--- config.mk ---
export PLATFORM = sky130hd
export DESIGN_NAME = bneck_mem_stream_reader
export DESIGN_NICKNAME = d
export VERILOG_FILES = /design/src/rtl/bneck_pkg.sv /design/src/rtl/bneck_skid_fifo.sv /design/src/rtl/bneck_mem_stream_reader.sv
export SDC_FILE = /design/constraint.sdc
export NUM_CORES = 1
export LEC_CHECK = 0
export BUFFER_PORTS_ARGS = -buffer_cell sky130_fd_sc_hd__buf_2
export CORE_UTILIZATION = 30
export CTS_CLUSTER_SIZE = 12
export DETAILED_ROUTE_END_ITERATION = 16
export GPL_TIMING_DRIVEN = 0
export PLACE_DENSITY = 0.44
export SYNTH_ARGS = -nofsm -noshare
export SYNTH_HDL_FRONTEND = slang
export SYNTH_SLANG_ARGS = --single-unit
--- constraint.sdc ---
create_clock -name clk -period 10 [get_ports clk]
set_clock_uncertainty 0.1 [all_clocks]
set_input_delay 2 -clock clk [delete_from_list [all_inputs] [get_ports clk]]
set_output_delay 2 -clock clk [all_outputs]
set_load 0.02 [all_outputs]
--- src/rtl/bneck_pkg.sv ---
`default_nettype none
// ----------------------------------------------------------------------------
// bneck_pkg : shared sizes, FSM state type and address-wrap helper
// Revision  : 1.0
// ----------------------------------------------------------------------------
package bneck_pkg;

  localparam int BITSIZE = 14;
  localparam int ADDR_W  = 14;
  localparam int HEIGHT  = 12544;

  typedef enum logic [1:0] {
    IDLE  = 2'd0,
    RUN   = 2'd1,
    DRAIN = 2'd2,
    DONE  = 2'd3
  } state_e;

  // Segment index successor; the segment is not a power of two deep.
  function automatic logic [ADDR_W-1:0] wrap_inc(input logic [ADDR_W-1:0] idx);
    return (idx == ADDR_W'(HEIGHT - 1)) ? '0 : idx + ADDR_W'(1);
  endfunction

endpackage
`default_nettype wire

--- src/rtl/bneck_skid_fifo.sv ---
`default_nettype none
// ----------------------------------------------------------------------------
// bneck_skid_fifo : 2-entry pixel buffer with synchronous flush
// Revision        : 1.0
// ----------------------------------------------------------------------------
module bneck_skid_fifo
  import bneck_pkg::*;
(
  input  logic               clk,
  input  logic               rst,
  input  logic               flush,
  input  logic               push,
  input  logic [BITSIZE-1:0] wdata,
  input  logic               pop,
  output logic [BITSIZE-1:0] rdata,
  output logic               full,
  output logic               empty,
  output logic [1:0]         count
);

  logic [BITSIZE-1:0] slot_q [2];
  logic               wr_ptr_q;
  logic               rd_ptr_q;
  logic [1:0]         count_q;
  logic               push_ok;
  logic               pop_ok;

  always_comb begin
    full    = (count_q == 2'd2);
    empty   = (count_q == 2'd0);
    count   = count_q;
    rdata   = slot_q[rd_ptr_q];
    pop_ok  = pop && !empty;
    push_ok = push && (!full || pop_ok);
  end

  always_ff @(posedge clk or negedge rst) begin
    if (!rst) begin
      slot_q[0] <= '0;
      slot_q[1] <= '0;
      wr_ptr_q  <= 1'b0;
      rd_ptr_q  <= 1'b0;
      count_q   <= 2'd0;
    end else if (flush) begin
      wr_ptr_q <= 1'b0;
      rd_ptr_q <= 1'b0;
      count_q  <= 2'd0;
    end else begin
      if (push_ok) begin
        slot_q[wr_ptr_q] <= wdata;
        wr_ptr_q         <= ~wr_ptr_q;
      end
      if (pop_ok) begin
        rd_ptr_q <= ~rd_ptr_q;
      end
      count_q <= count_q + {1'b0, push_ok} - {1'b0, pop_ok};
    end
  end

endmodule
`default_nettype wire

--- src/rtl/bneck_mem_stream_reader.sv ---
`default_nettype none
// ----------------------------------------------------------------------------
// bneck_mem_stream_reader : reads COUNT pixels from a segment into a stream
// Revision                : 1.0
// ----------------------------------------------------------------------------
module bneck_mem_stream_reader
  import bneck_pkg::*;
(
  input  logic                      clk,
  input  logic                      rst,
  input  logic                      start,
  input  logic                      abort,
  input  logic [ADDR_W-1:0]         base,
  input  logic [ADDR_W-1:0]         count,
  output logic                      busy,
  output logic                      done,
  output logic                      mem_en,
  output logic                      mem_rd,
  output logic                      mem_wr,
  output logic [ADDR_W-1:0]         mem_index,
  input  logic [BITSIZE-1:0]        mem_rdata,
  output logic signed [BITSIZE-1:0] out_data,
  output logic                      out_valid,
  input  logic                      out_ready,
  output logic                      out_last
);

  state_e             state_q, state_d;
  logic [ADDR_W-1:0]  count_q;
  logic [ADDR_W-1:0]  issued_q;
  logic [ADDR_W-1:0]  beat_q;
  logic [ADDR_W-1:0]  addr_q;
  logic [ADDR_W-1:0]  idx_q;
  logic               inflight_q;

  logic [1:0]         fifo_count;
  logic               fifo_full;
  logic               fifo_empty;
  logic [BITSIZE-1:0] fifo_rdata;

  logic               start_ok;
  logic               flush;
  logic               accept;
  logic               reads_left;
  logic [2:0]         occupancy;
  logic               issue;
  logic               last_issue;

  // Occupancy counts the slot freed by this cycle's pop so a steady stream
  // keeps one read in flight every cycle with only two entries of storage.
  always_comb begin
    start_ok   = (state_q == IDLE) && start && !abort;
    flush      = abort && ((state_q == RUN) || (state_q == DRAIN));
    out_valid  = !fifo_empty;
    accept     = out_valid && out_ready;
    out_last   = out_valid && (beat_q == count_q - ADDR_W'(1));
    reads_left = (issued_q != count_q);
    occupancy  = {1'b0, fifo_count} + {2'b0, inflight_q} - {2'b0, accept};
    issue      = (state_q == RUN) && !abort && reads_left && !fifo_full
                 && (occupancy < 3'd2);
    last_issue = issue && (issued_q == count_q - ADDR_W'(1));
  end

  assign mem_en    = issue;
  assign mem_rd    = issue;
  assign mem_wr    = 1'b0;
  assign mem_index = issue ? addr_q : idx_q;
  assign out_data  = fifo_empty ? '0 : $signed(fifo_rdata);

  always_comb begin
    state_d = state_q;
    busy    = (state_q != IDLE);
    done    = (state_q == DONE);
    case (state_q)
      IDLE: begin
        if (start_ok) begin
          state_d = (count == '0) ? DONE : RUN;
        end
      end
      RUN: begin
        if (abort) begin
          state_d = IDLE;
        end else if (last_issue) begin
          state_d = DRAIN;
        end
      end
      DRAIN: begin
        if (abort) begin
          state_d = IDLE;
        end else if (accept && out_last) begin
          state_d = DONE;
        end
      end
      DONE: begin
        state_d = IDLE;
      end
      default: begin
        state_d = IDLE;
      end
    endcase
  end

  always_ff @(posedge clk or negedge rst) begin
    if (!rst) begin
      state_q    <= IDLE;
      count_q    <= '0;
      issued_q   <= '0;
      beat_q     <= '0;
      addr_q     <= '0;
      idx_q      <= '0;
      inflight_q <= 1'b0;
    end else begin
      state_q    <= state_d;
      inflight_q <= issue;
      if (start_ok) begin
        count_q  <= count;
        addr_q   <= base;
        issued_q <= '0;
        beat_q   <= '0;
      end
      if (issue) begin
        addr_q   <= wrap_inc(addr_q);
        idx_q    <= addr_q;
        issued_q <= issued_q + ADDR_W'(1);
      end
      if (accept) begin
        beat_q <= beat_q + ADDR_W'(1);
      end
    end
  end

  // A read returning after an abort lands in the flushed FIFO and is dropped.
  bneck_skid_fifo u_fifo (
    .clk   (clk),
    .rst   (rst),
    .flush (flush),
    .push  (inflight_q),
    .wdata (mem_rdata),
    .pop   (accept),
    .rdata (fifo_rdata),
    .full  (fifo_full),
    .empty (fifo_empty),
    .count (fifo_count)
  );

endmodule
`default_nettype wire

==> results of run 1 <==
## per-layer routing
metal | track usage (%) | up-vias | share of wire [%]
met2 | 26.3 | 92 | 46
met1 | 23.4 | 2469 | 47
li1 | - | 2437 | -
met3 | 3.40 | 23 | 4.6
met4 | 7.33 | 4 | 2.2
met5 | 0 | - | 0.20
## critical path, cell delays in order
cell	delay, ns
sky130_fd_sc_hd__buf_2	0.11
sky130_fd_sc_hd__nand2_1	0.29
sky130_fd_sc_hd__clkinv_1	0.37
sky130_fd_sc_hd__ha_1	0.42
sky130_fd_sc_hd__nor2b_1	0.06
sky130_fd_sc_hd__fa_1	0.38
sky130_fd_sc_hd__or3_1	0.38
sky130_fd_sc_hd__a211oi_1	0.48
sky130_fd_sc_hd__o41ai_1	0.33
sky130_fd_sc_hd__clkbuf_1	0.33
sky130_fd_sc_hd__clkbuf_1	0.33
sky130_fd_sc_hd__mux2_1	0.40
sky130_fd_sc_hd__buf_2	0.17
## placed cells by master (no fill, tap or decap), drive strengths merged, types with 3 or more instances in the layout
| cell type | n |
|---|---|
| nor4 | 8 |
| nor3 | 9 |
| a221o | 9 |
| o41ai | 5 |
| nand3 | 22 |
| nor2b | 4 |
| or3 | 3 |
| nand2 | 78 |
| clkbuf | 49 |
| or2 | 3 |
| inv | 18 |
| nand4 | 7 |
| clkinv | 5 |
| and3 | 17 |
| buf | 86 |
| xor2 | 11 |
| dfrtp | 105 |
| mux2 | 40 |
| o31ai | 7 |
| a21boi | 3 |
| mux2i | 19 |
| or4 | 9 |
| ha | 12 |
| nor3b | 10 |
| xnor2 | 34 |
| nor2 | 40 |
| nand2b | 8 |
| a31oi | 6 |
| a21oi | 12 |
| o21ai | 59 |
## power groups by stage
stage          Clock [µW]  Combinational [µW]  Sequential (µW)
6_report              353                 903              673
5_1_grt               377                1000              693
4_1_cts               362                 910              673
3_5_place_dp            0                 905              680
3_3_place_gp            0                 894              674
2_1_floorplan           0                 667              640
## per-stage QoR
stage	worst slack [ns]	cells	cell area (µm²)	total power, µW	utilization, %
after detailed placement	1.80	980	6790	1590	34.7
after global routing	1.54	996	7080	2070	36.2
after CTS	1.79	996	7080	1940	36.2
final	1.84	996	7080	1930	36.2
after floorplan	3.13	635	6040	1310	-
after global placement	1.79	979	6760	1570	34.5
## worst max-delay path by stage
stage	to	slack [ns]	depth (start not counted)	startpoint
after floorplan	mem_index[12]	3.13	11	out_ready
after global placement	mem_rd	1.79	13	out_ready
after detailed placement	mem_rd	1.80	13	out_ready
after CTS	mem_rd	1.79	13	out_ready
after global routing	mem_rd	1.54	13	out_ready
final	mem_index[12]	1.84	13	out_ready
## logic make-up after synthesis
kind of cell / Yosys count
mux: 59
simple gates: 225
flops: 105
other cells: 1
buf+inv: 63
fa+ha+maj: 13
compound gates: 123
xor+xnor: 46
## cells in the mapped netlist (13+ instances only)
library cell,number
sky130_fd_sc_hd__mux2_2,28
sky130_fd_sc_hd__o21ai_0,29
sky130_fd_sc_hd__mux2i_1,19
sky130_fd_sc_hd__clkbuf_1,38
sky130_fd_sc_hd__nand2_1,78
sky130_fd_sc_hd__o21ai_1,30
sky130_fd_sc_hd__dfrtp_1,105
sky130_fd_sc_hd__nand3_1,22
sky130_fd_sc_hd__xnor2_1,34
sky130_fd_sc_hd__nor2_1,40
sky130_fd_sc_hd__inv_1,13
sky130_fd_sc_hd__and3_1,17
## layout make-up
cell class	count	area [µm²]	area share (%)
Tap cell	265	332	4.68
Multi-Input combinational cell	467	3150	44.4
Buffer	46	199	2.81
Inverter	17	63.8	0.901
Clock buffer	9	225	3.18
Timing Repair Buffer	80	425	6.01
Sequential cell	105	2630	37.1
Clock inverter	7	62.6	0.883
## sequential cells by signal, summed over array words and instances, names as in the netlist
| signal | flops |
|---|---|
| u_fifo.rd_ptr_q | 1 |
| count_q | 14 |
| inflight_q | 1 |
| state_q | 2 |
| beat_q | 14 |
| addr_q | 14 |
| u_fifo.wr_ptr_q | 1 |
| u_fifo.count | 2 |
| idx_q | 14 |
| u_fifo.slot_q | 28 |
| issued_q | 14 |
==> results.md, run 1 <==
CTS:
- In this run the clock root is driven by a sky130_fd_sc_hd__clkbuf_16.
- The number of buffers inserted during clock tree synthesis is 9.
- The number of clock sinks is 105.
- The clock slew seen by the registers of the worst setup and hold paths is 0.08 ns.
- Counting along the longest clock path gives a buffer depth of 2.
- Buffers added to address setup during post-CTS repair amount to 0.
- The H-tree was split into 3 levels.
- The number of buffers inserted by hold repair at cts is 0.
- After clock tree synthesis, the repair step resized 0 gates.
- TritonCTS built the clock tree.
- At the later pin of the worst-skew pair, clock insertion delay measures 0.36 ns.

Worst setup path:
- At the worst endpoint, the required time is 7.90 ns.
- Setup slack on the worst reg-to-reg path comes out at 4.85 ns.
- The endpoint of the most critical register-to-register path is issued_q[12].
- The endpoint class of the critical path is an output pin.
- The top fanout value on the critical path is 10.
- The worst setup path is launched from a primary input.
- The reg-to-reg critical path startpoint is u_fifo.count[0].
- STA puts the critical path data arrival time at 6.06 ns.
- The critical path is of the in -> out type.
- The worst register-to-register path has a depth of 14.

GRT:
- The initial antenna violation count is 2.
- The number of global-route vias before repair is 5062.
- The total routing usage reported by global routing is 17.2%.
- The global-route congestion overflow total is 0.
- The first global-routing pass estimated between 20000 and 30000 µm of wire.
- Entering global routing, the biggest net connects 60 pins.

Logic synthesis:
- For this run, the leading register cell type out of synthesis is sky130_fd_sc_hd__dfrtp_1.
- For this run, the number of Yosys warnings is 0.
- The distinct cell type count of the synthesized netlist is 66.
- By area, the combinational part of the netlist is dominated by simple AND/OR/NAND/NOR gates.
- The mapped cell area is 6040 µm².
- Summing the areas of all fa, ha and maj instances in the mapped netlist gives 2.82% of the synthesized area.
- The post-synth net total is 695.
- The synthesized netlist devotes 13.2% of its cell area to compound gates.
- The register bit count reported by yosys is 105.
- Of all flip-flops after synthesis, the portion carrying an async set or reset was 100%.
- Summing the areas of all and, or, nand and nor instances in the mapped netlist gives 18.5% of the synthesized area.
- The average instance in the mapped netlist occupies 9.51 µm².
- Multiplexer cells account for about a tenth of the synthesized area.
- The fraction of the yosys area taken by sequential cells is between 40% and 50%.
- The post-synthesis share of cell area spent on xor and xnor gates is between 6 and 7%.
- The area share of the largest cell type after synthesis is between 40 and 50%.
- The cell count after synthesis came out at about 640.
- Yosys mapped a number of flops with a built-in enable equal to 0.
- Summed over all instances, the cell type with the most area after synthesis is sky130_fd_sc_hd__dfrtp_1.
- By area the synthesized netlist is led by sky130_fd_sc_hd__dfrtp_1, sky130_fd_sc_hd__mux2_2, sky130_fd_sc_hd__xnor2_1.

Timing:
- Setup repair after global routing left no endpoint under its margin.
- For the pin with the worst max-slew slack, the measured transition is 0.981 ns.
- The number of hold violations in the final report was 0.
- The count of pins over their slew limit is 0.
- The final critical delay including setup and external delays is about 8.2 ns.
- Adding up every negative setup slack in the final design gives 0 ns.
- The maximum frequency from static timing analysis is 123 MHz.
- The worst path uses roughly four fifths of the clock period.
- Hold is met by 0.388 ns.
- The headroom to the max-slew limit is 33.8%.
- Setup violations remaining at the end of the flow were counted as 0.

Power and ir drop:
- Across the VDD grid, the largest voltage drop is 0.138 mV.
- The net load switching power is 829 µW.
- In this run switching power makes up 43.0% of total power.
- The share of total power in combinational logic is 46.8%.
- The relative contribution of the clock network to total power is 18.3%.
- For this design the ratio of total power to cell area is 272 nW/µm².
- The analysis attributes to cell leakage a power of 0.00316 µW.
- The internal power component is 1100 µW.
- The relative contribution of sequential cells to total power is 34.9%.

Cells and area:
- The final-stage net count is 786.
- The area added between synthesis and finish is 17.3%.
- The share of layout cells above drive strength 1 is 19.3%.
- The number of fillers in the final layout is slightly above 2000.
- 0 antenna diodes ended up in the layout.

Detailed routing:
- After detailed routing, the total wire length is 16700 µm.
- The number of remaining DRC errors is 0.
- The detail route stage leaves a number of antenna-violating nets equal to 0.
- The total iterations of the first detailed-routing run is 4.
- The detailed router finished its first iteration with 278 violations.
- The number of vias per cell is 5.05.
- The detailed router placed 5025 vias in this run.
- Dividing the detail-routed wire length by the instance count gives between 15 and 20 µm.

Run status:
- The flow ran to the end, and the final reports show no timing, DRC or antenna violations.

Die:
- For this design the top-level I/O count stands at 82.
- From bottom edge to top edge, the die measures 144 µm.
- In this run the horizontal extent of the chip is 144 µm.
- The core region is 19600 µm².
- The starting density of the core is between 30% and 40%.
- The area enclosed by the die boundary is about 21000 µm².
- After floorplanning, the core was divided into just over 50 placement rows.

Place:
- The sum of net half-perimeters after detailed placement is 12500 µm.
- The final weighted congestion in routability-driven placement is 0.839.
- The count of port buffers added during placement is 79.

Worst hold path:
- The terminating pin of the worst hold path is idx_q[9].
- The startpoint of the most critical hold path is idx_q[9].
- The worst min-delay path class is reg -> reg.
- Counting instances, the worst hold path has a depth of 1.

Run:
- Max-cap violations in this run came to 0.
Note: power is estimated with default switching activity, not from simulation.
==> run 2, diff against run 1 <==
- PLACE_DENSITY: 0.44 -> 0.46
- clock period: 10 -> 7.38 ns (I/O delays scaled with it)
==> run 2 against run 1 <==
- routed wire length down 0.71%
- first-iteration DRC count is 5.0% higher
- via count shrank 2.6%
- clock power increased by 36%
- die area unchanged
- sequential share of layout area about the same
- setup slack got worse by 1.5 ns
- register-to-register slack worse by 2.6 ns
- critical path type unchanged
- largest cell class unchanged
==> results.md, run 2 (synthesis gave the netlist of run 1 again) <==
GRT:
- The global-route met2 utilization is 27.7% (+1.3 points).
- The global-route congestion overflow total was 0 (unchanged).
- The number of global-route vias before repair is 4871 (-3.8%).
- The total routing usage reported by global routing is 17.0% (-0.16 points).
- The initial antenna violation count is 0 (-2).
- The wire length of the first global-routing pass is 26600 µm (-2.1%).
- The most heavily used metal layer in global routing is met2.
- The met3 track utilization from global routing is 2.63% (-0.77 points).
- The pin count of the biggest net entering global routing came to 55 (-8.3%).
- The met1 capacity usage during global routing came to 22.7% (-0.69 points).

CTS:
- The number of buffers inserted during clock tree synthesis came to 9 (unchanged).
- The number of levels the H-tree was split into was 3 (unchanged).
- The clock insertion delay at the later pin of the skew report was 0.36 ns (about the same).
- CTS placed an instance of sky130_fd_sc_hd__clkbuf_16 at the clock tree root.
- The count of cells resized by post-cts repair is 0 (unchanged).
- The number of clock sinks was 105 (unchanged).
- The maximum root-to-sink buffer count came to 2 (unchanged).
- The number of buffers inserted by hold repair at cts is 0 (unchanged).
- TritonCTS built the clock tree.
- The post-CTS setup buffer count was 0 (unchanged).
- The clock slew seen by the registers of the worst setup and hold paths came to 0.08 ns (about the same).

Place:
- The sum of net half-perimeters after detailed placement is 12300 µm (-1.1%).
- The final weighted congestion in routability-driven placement is 0.850 (+1.3%).
- The worst setup slack after placement was 0.264 ns (-1.54 ns).
- The number of placed cells counting well taps is 980 (unchanged).
- The count of port buffers added during placement is 79 (unchanged).

Detailed routing:
- The number of remaining DRC errors came to 0 (unchanged).
- The number of vias per cell is 4.92 (-2.6%).
- The total iterations of the first detailed-routing run came to 4 (unchanged).
- The routed wire length is 16600 µm (-0.71%).
- The average wire per standard cell came to 16.6 µm (-0.71%).
- The remaining antenna violation count after routing is 0 (unchanged).
- The number of DRC markers after the initial detailed-route iteration is 292 (+5.0%).
- The via count of the routed design is 4896 (-2.6%).

Worst setup path:
- The worst path required time came to 5.80 ns (-2.10 ns).
- In this run the critical register-to-register path is launched from u_fifo.count[0].
- The reg2reg setup slack is 2.23 ns (-2.62 ns).
- The number of cell instances on the worst register-to-register path came to 15 (+1).
- The endpoint of the most critical register-to-register path is issued_q[7].
- The worst setup path is launched from a primary input.
- The endpoint class of the critical path is an output pin.
- The worst endpoint data arrival time is 5.48 ns (-0.58 ns).
- The top fanout value on the critical path came to 10 (unchanged).
- The class of the most critical setup path is in -> out.

Timing:
- The number of hold violations in the final report is 0 (unchanged).
- Derived from the worst setup path, the maximum achievable clock frequency is 142 MHz.
- The clock period could shrink to 7.05 ns.
- The sum of negative setup slack was 0 ns (unchanged).
- The count of pins over their slew limit was 0 (unchanged).
- The actual slew at the worst max-slew pin is 0.896 ns (-0.0843 ns).
- The smallest setup slack after layout is 0.327 ns (-1.51 ns).
- The total setup violations reported at the end of the flow is 0 (unchanged).
- The headroom to the max-slew limit was 39.5% (+5.7 points).
- Setup repair after global routing left no endpoint under its margin.
- The final critical path takes up 95.6% of the cycle.

Die:
- The boundary pin count is 82 (unchanged).
- The area enclosed by the die boundary came to 20700 µm² (unchanged).
- The number of standard-cell rows in the floorplan is 51 (unchanged).
- The starting density of the core is 30.8% (unchanged).
- The die outline width was 144 µm (unchanged).
- The die height is 144 µm (unchanged).
- The area of the core is 19600 µm² (unchanged).

Cells and area:
- The number of antenna diodes is 0 (unchanged).
- The number of flip-flops in the largest register is 28 (unchanged).
- The library cell used most frequently in the layout, excluding fill and tap cells, is sky130_fd_sc_hd__dfrtp_1.
- The post-route core utilization is 36.2% (about the same).
- Counting flops per register, the top entry is u_fifo.slot_q.
- The share of layout cells above drive strength 1 came to 19.3% (unchanged).
- The final-stage net count was 786 (unchanged).
- The post-route non-filler standard cell count was 996 (unchanged).
- Leaving out fill and tap cells, the most frequent cells in the layout are sky130_fd_sc_hd__dfrtp_1, sky130_fd_sc_hd__buf_2, sky130_fd_sc_hd__nand2_1, sky130_fd_sc_hd__nor2_1, sky130_fd_sc_hd__clkbuf_1.
- The area added between synthesis and finish is 17.4% (about the same).

Power and ir drop:
- The areal power density over the cells is 368 nW/µm² (+35%).
- The worst supply voltage drop on vdd is 0.151 mV (+9.7%).
- The leakage power of the design is 0.00316 µW (about the same).
- The total power is 2610 µW (+35%).

Run status:
- The run finished with clean final reports.

Worst hold path:
- The tightest min-delay check is of the reg -> reg type.
- The terminating pin of the worst hold path is idx_q[8].
- The startpoint of the most critical hold path is idx_q[8].
- The hold-critical path depth is 1 (unchanged).

Run:
- The reported max-cap violation count is 0 (unchanged).
==> run 2: power by group <==
| part | switching (µW) | internal (µW) | leakage [µW] |
|---|---|---|---|
| sequential | 155 | 752 | 0.00137 |
| combinational | 716 | 501 | 0.00165 |
| clock | 244 | 237 | 0.000141 |
| total | 1120 | 1490 | 0.00316 |
==> run 2: layout make-up <==
class / count / area [µm²]
fill: 2007 / 12500
multi-input combinational: 467 / 3150
sequential: 105 / 2630
timing repair buffer: 80 / 425
tap: 265 / 332
clock buffer: 9 / 225
buffer: 46 / 199
clock inverter: 7 / 66.3
inverter: 17 / 63.8
==> run 2: worst max path at each step <==
stage	startpoint	slack (ns)	to
after detailed placement	out_ready	0.26	mem_index[12]
after global placement	out_ready	0.28	mem_rd
after global routing	out_ready	0.08	mem_index[12]
after floorplan	out_ready	1.56	mem_index[12]
after CTS	out_ready	0.27	mem_index[12]
final	out_ready	0.33	mem_index[12]
==> run 2: stage by stage <==
| step | area (µm²) | hold WS [ns] |
|---|---|---|
| 4_1_cts | 7090 | 0.393 |
| 3_3_place_gp | 6760 | 0.368 |
| 3_5_place_dp | 6790 | 0.376 |
| 5_1_grt | 7090 | 0.409 |
| 6_report | 7090 | 0.384 |
| 2_1_floorplan | 6040 | 0.376 |
==> run 2: critical path, stage by stage <==
cell and delay [ns]:
sky130_fd_sc_hd__buf_2 0.10, sky130_fd_sc_hd__nand2_1 0.30, sky130_fd_sc_hd__clkinv_1 0.35, sky130_fd_sc_hd__ha_1 0.39, sky130_fd_sc_hd__nor2b_1 0.05, sky130_fd_sc_hd__fa_1 0.38
sky130_fd_sc_hd__or3_1 0.37, sky130_fd_sc_hd__a211oi_1 0.49, sky130_fd_sc_hd__o41ai_1 0.32, sky130_fd_sc_hd__clkbuf_1 0.32, sky130_fd_sc_hd__clkbuf_1 0.33, sky130_fd_sc_hd__mux2_1 0.41
sky130_fd_sc_hd__buf_2 0.17
==> run 2: layer usage <==
metal  vias to the layer above  wire [µm]
met5                         -          0
met2                        88       7970
met3                        19        656
li1                       2428          -
met1                      2361       7690
met4                         0        263
==> run 3, diff against run 2 <==
- REMOVE_ABC_BUFFERS: not set -> 1
==> run 3 against run 2 <==
- highest routed layer unchanged
- first-iteration DRC count decreased by 9.6%
- die area unchanged
- global-route usage decreased by 1.5 points
- clock power increased by 4.2%
- combinational power decreased by 11%
==> results.md, run 3 (synthesis gave the netlist of run 1 again) <==
Run status:
- The flow ran to the end, and the final reports show no timing, DRC or antenna violations.

Worst setup path:
- The number of buffers and inverters on the critical path was 6 (+1).
- The reg2reg setup slack came to 1.96 ns (-0.27 ns).
- The delay of the slowest cell on the worst path came to 0.42 ns (-0.07 ns).
- The worst setup path is captured at an output pin.
- The cell type group with the largest total delay on the critical path is buffers and inverters.
- The class of the most critical setup path is in -> out.
- Walking the worst path, the cells encountered are buf_2, nand2_1, clkinv_1, ha_1, nor2b_1, fa_1, or3_1, a211oi_1, o41ai_2, buf_4, buf_4, buf_4, mux2_1, buf_2.
- In this design, the critical path's most frequently occurring cell is sky130_fd_sc_hd__buf_4.
- The top fanout value on the critical path is 10 (unchanged).
- On the critical path, the stage with the largest delay is an instance of sky130_fd_sc_hd__a211oi_1.
- The worst path required time is 5.80 ns (about the same).
- STA classifies the critical path startpoint as a primary input.
- The worst endpoint data arrival time is 5.16 ns (-0.32 ns).

CTS:
- The maximum root-to-sink buffer count is 2 (unchanged).
- The clock insertion delay at the later pin of the skew report is 0.36 ns (about the same).
- The number of buffers inserted during clock tree synthesis is 9 (unchanged).
- The post-CTS setup buffer count is 0 (unchanged).
- The number of levels the H-tree was split into came to 3 (unchanged).
- The number of clock sinks is 105 (unchanged).
- The number of buffers inserted by hold repair at cts was 0 (unchanged).
- The count of cells resized by post-cts repair is 0 (unchanged).
- TritonCTS built the clock tree.
- The clock slew seen by the registers of the worst setup and hold paths is 0.08 ns (about the same).
- The CTS root buffer is sky130_fd_sc_hd__clkbuf_16.

GRT:
- The global-route congestion overflow total is 0 (unchanged).
- The total routing usage reported by global routing is 15.6% (-1.5 points).
- The number of global-route vias before repair came to 4766 (-2.2%).
- The initial antenna violation count is 0 (unchanged).
- The pin count of the biggest net entering global routing came to 66 (+20%).
- The wire length of the first global-routing pass is 25100 µm (-5.6%).

Cells and area:
- The final-stage net count was 748 (-4.8%).
- The library cells used most frequently in the layout, excluding fill and tap cells, are sky130_fd_sc_hd__dfrtp_1, sky130_fd_sc_hd__buf_2, sky130_fd_sc_hd__nand2_1, sky130_fd_sc_hd__nor2_1, sky130_fd_sc_hd__xnor2_1.
- Relative to the synthesized area, the layout overhead comes to 15.8%.
- The post-route core utilization is 35.7% (-0.49 points).
- The share of layout cells above drive strength 1 is 21.1% (+1.8 points).
- The post-route non-filler standard cell count was 958 (-3.8%).
- The number of flip-flops in the largest register is 28 (unchanged).
- The number of antenna diodes came to 0 (unchanged).
- More flip-flops sit in one register than any other, and that register is u_fifo.slot_q.
- The library cell used most frequently in the layout, excluding fill and tap cells, is sky130_fd_sc_hd__dfrtp_1.

Die:
- The die outline width is 144 µm (unchanged).
- The die height is 144 µm (unchanged).
- The boundary pin count is 82 (unchanged).
- The number of standard-cell rows in the floorplan is 51 (unchanged).
- The area enclosed by the die boundary came to 20700 µm² (unchanged).
- The area of the core was 19600 µm² (unchanged).
- The starting density of the core is 30.8% (unchanged).

Timing:
- The final critical-path share of the clock period is 91.3% (-4.3 points).
- The maximum frequency from static timing analysis is 148 MHz (+4.7%).
- The number of hold violations in the final report is 0 (unchanged).
- The final critical delay including setup and external delays was 6.74 ns (-0.317 ns).
- The headroom to the max-slew limit was 38.5% (-0.99 points).
- The count of pins over their slew limit is 0 (unchanged).
- The actual slew at the worst max-slew pin is 0.910 ns (+0.0138 ns).
- Setup repair after global routing left no endpoint under its margin.
- The total setup violations reported at the end of the flow came to 0 (unchanged).

Place:
- The final weighted congestion in routability-driven placement is 0.869 (+2.3%).
- The count of port buffers added during placement is 80 (+1.3%).
- The sum of net half-perimeters after detailed placement was 11100 µm (-10%).
- The number of placed cells counting well taps is 942 (-3.9%).

Power and ir drop:
- The areal power density over the cells came to 367 nW/µm² (about the same).
- The leakage power of the design is 0.00313 µW (-1.0%).
- The worst supply voltage drop on vdd came to 0.172 mV (+14%).

Run:
- The reported max-cap violation count is 0 (unchanged).

Detailed routing:
- The remaining antenna violation count after routing is 0 (unchanged).
- The routed wire length was 15100 µm (-8.8%).
- The number of vias per cell was 5.05 (+2.7%).
- The number of remaining DRC errors is 0 (unchanged).
- The via count of the routed design is 4837 (-1.2%).
- The average wire per standard cell is 15.8 µm (-5.2%).
- The number of DRC markers after the initial detailed-route iteration is 264 (-9.6%).
- The total iterations of the first detailed-routing run is 5 (+1).

Worst hold path:
- The min-delay analysis places its worst path in the category reg -> reg.
## run 3: changes by cell type in the layout (fill, tap and decap cells not counted), sizes merged
cell      before  now
clkinv         5    3
clkinvlp       1    0
buf           86   88
inv           18   21
clkbuf        49    9
## run 3: path summary, 6_finish.rpt
path,to,from,cells after the start
worst max-delay path,mem_index[5],out_ready,14
worst min-delay path,idx_q[8],idx_q[8],1
worst max register to register,addr_q[10],u_fifo.count[0],16
worst min register to register,idx_q[8],idx_q[8],1
max in group asynchronous,count_q[2],rst,2
min in group asynchronous,beat_q[9],rst,1
## run 3: final cells by class
class / instances / area (µm²)
timing repair buffer: 88 / 490
fill: 2037 / 12600
clock inverter: 7 / 88.8
clock buffer: 9 / 225
tap: 265 / 332
multi-input combinational: 467 / 3160
sequential: 105 / 2630
inverter: 17 / 63.8
## run 3: layer usage
| metal | GRT usage (%) | vias to the layer above | share of wire, % |
|---|---|---|---|
| met3 | 3.97 | 9 | 4.4 |
| met2 | 24.9 | 84 | 46 |
| met4 | 3.19 | 0 | 0.77 |
| li1 | - | 2354 | - |
| met1 | 21.1 | 2390 | 48 |
| met5 | 0 | - | 0 |
## run 3: through the flow
step	hold WS, ns	worst slack [ns]	instance area [µm²]	power [µW]	setup TNS (ns)
2_1_floorplan	0.376	-0.539	5840	1730	-7.80
3_3_place_gp	0.366	-3.90	6570	2060	-152.08
3_5_place_dp	0.373	0.542	6670	2080	0
4_1_cts	0.393	0.113	6980	2610	0
5_1_grt	0.410	0.242	6990	2780	0
6_report	0.385	0.644	6990	2570	0
## run 3: power by group
| group | switching, µW | leakage [µW] | internal [µW] | total [µW] |
|---|---|---|---|---|
| registers | 233 | 0.00137 | 751 | 983 |
| clock network | 254 | 0.000153 | 247 | 501 |
| logic | 602 | 0.00161 | 482 | 1080 |
| total | 1090 | 0.00313 | 1480 | 2570 |
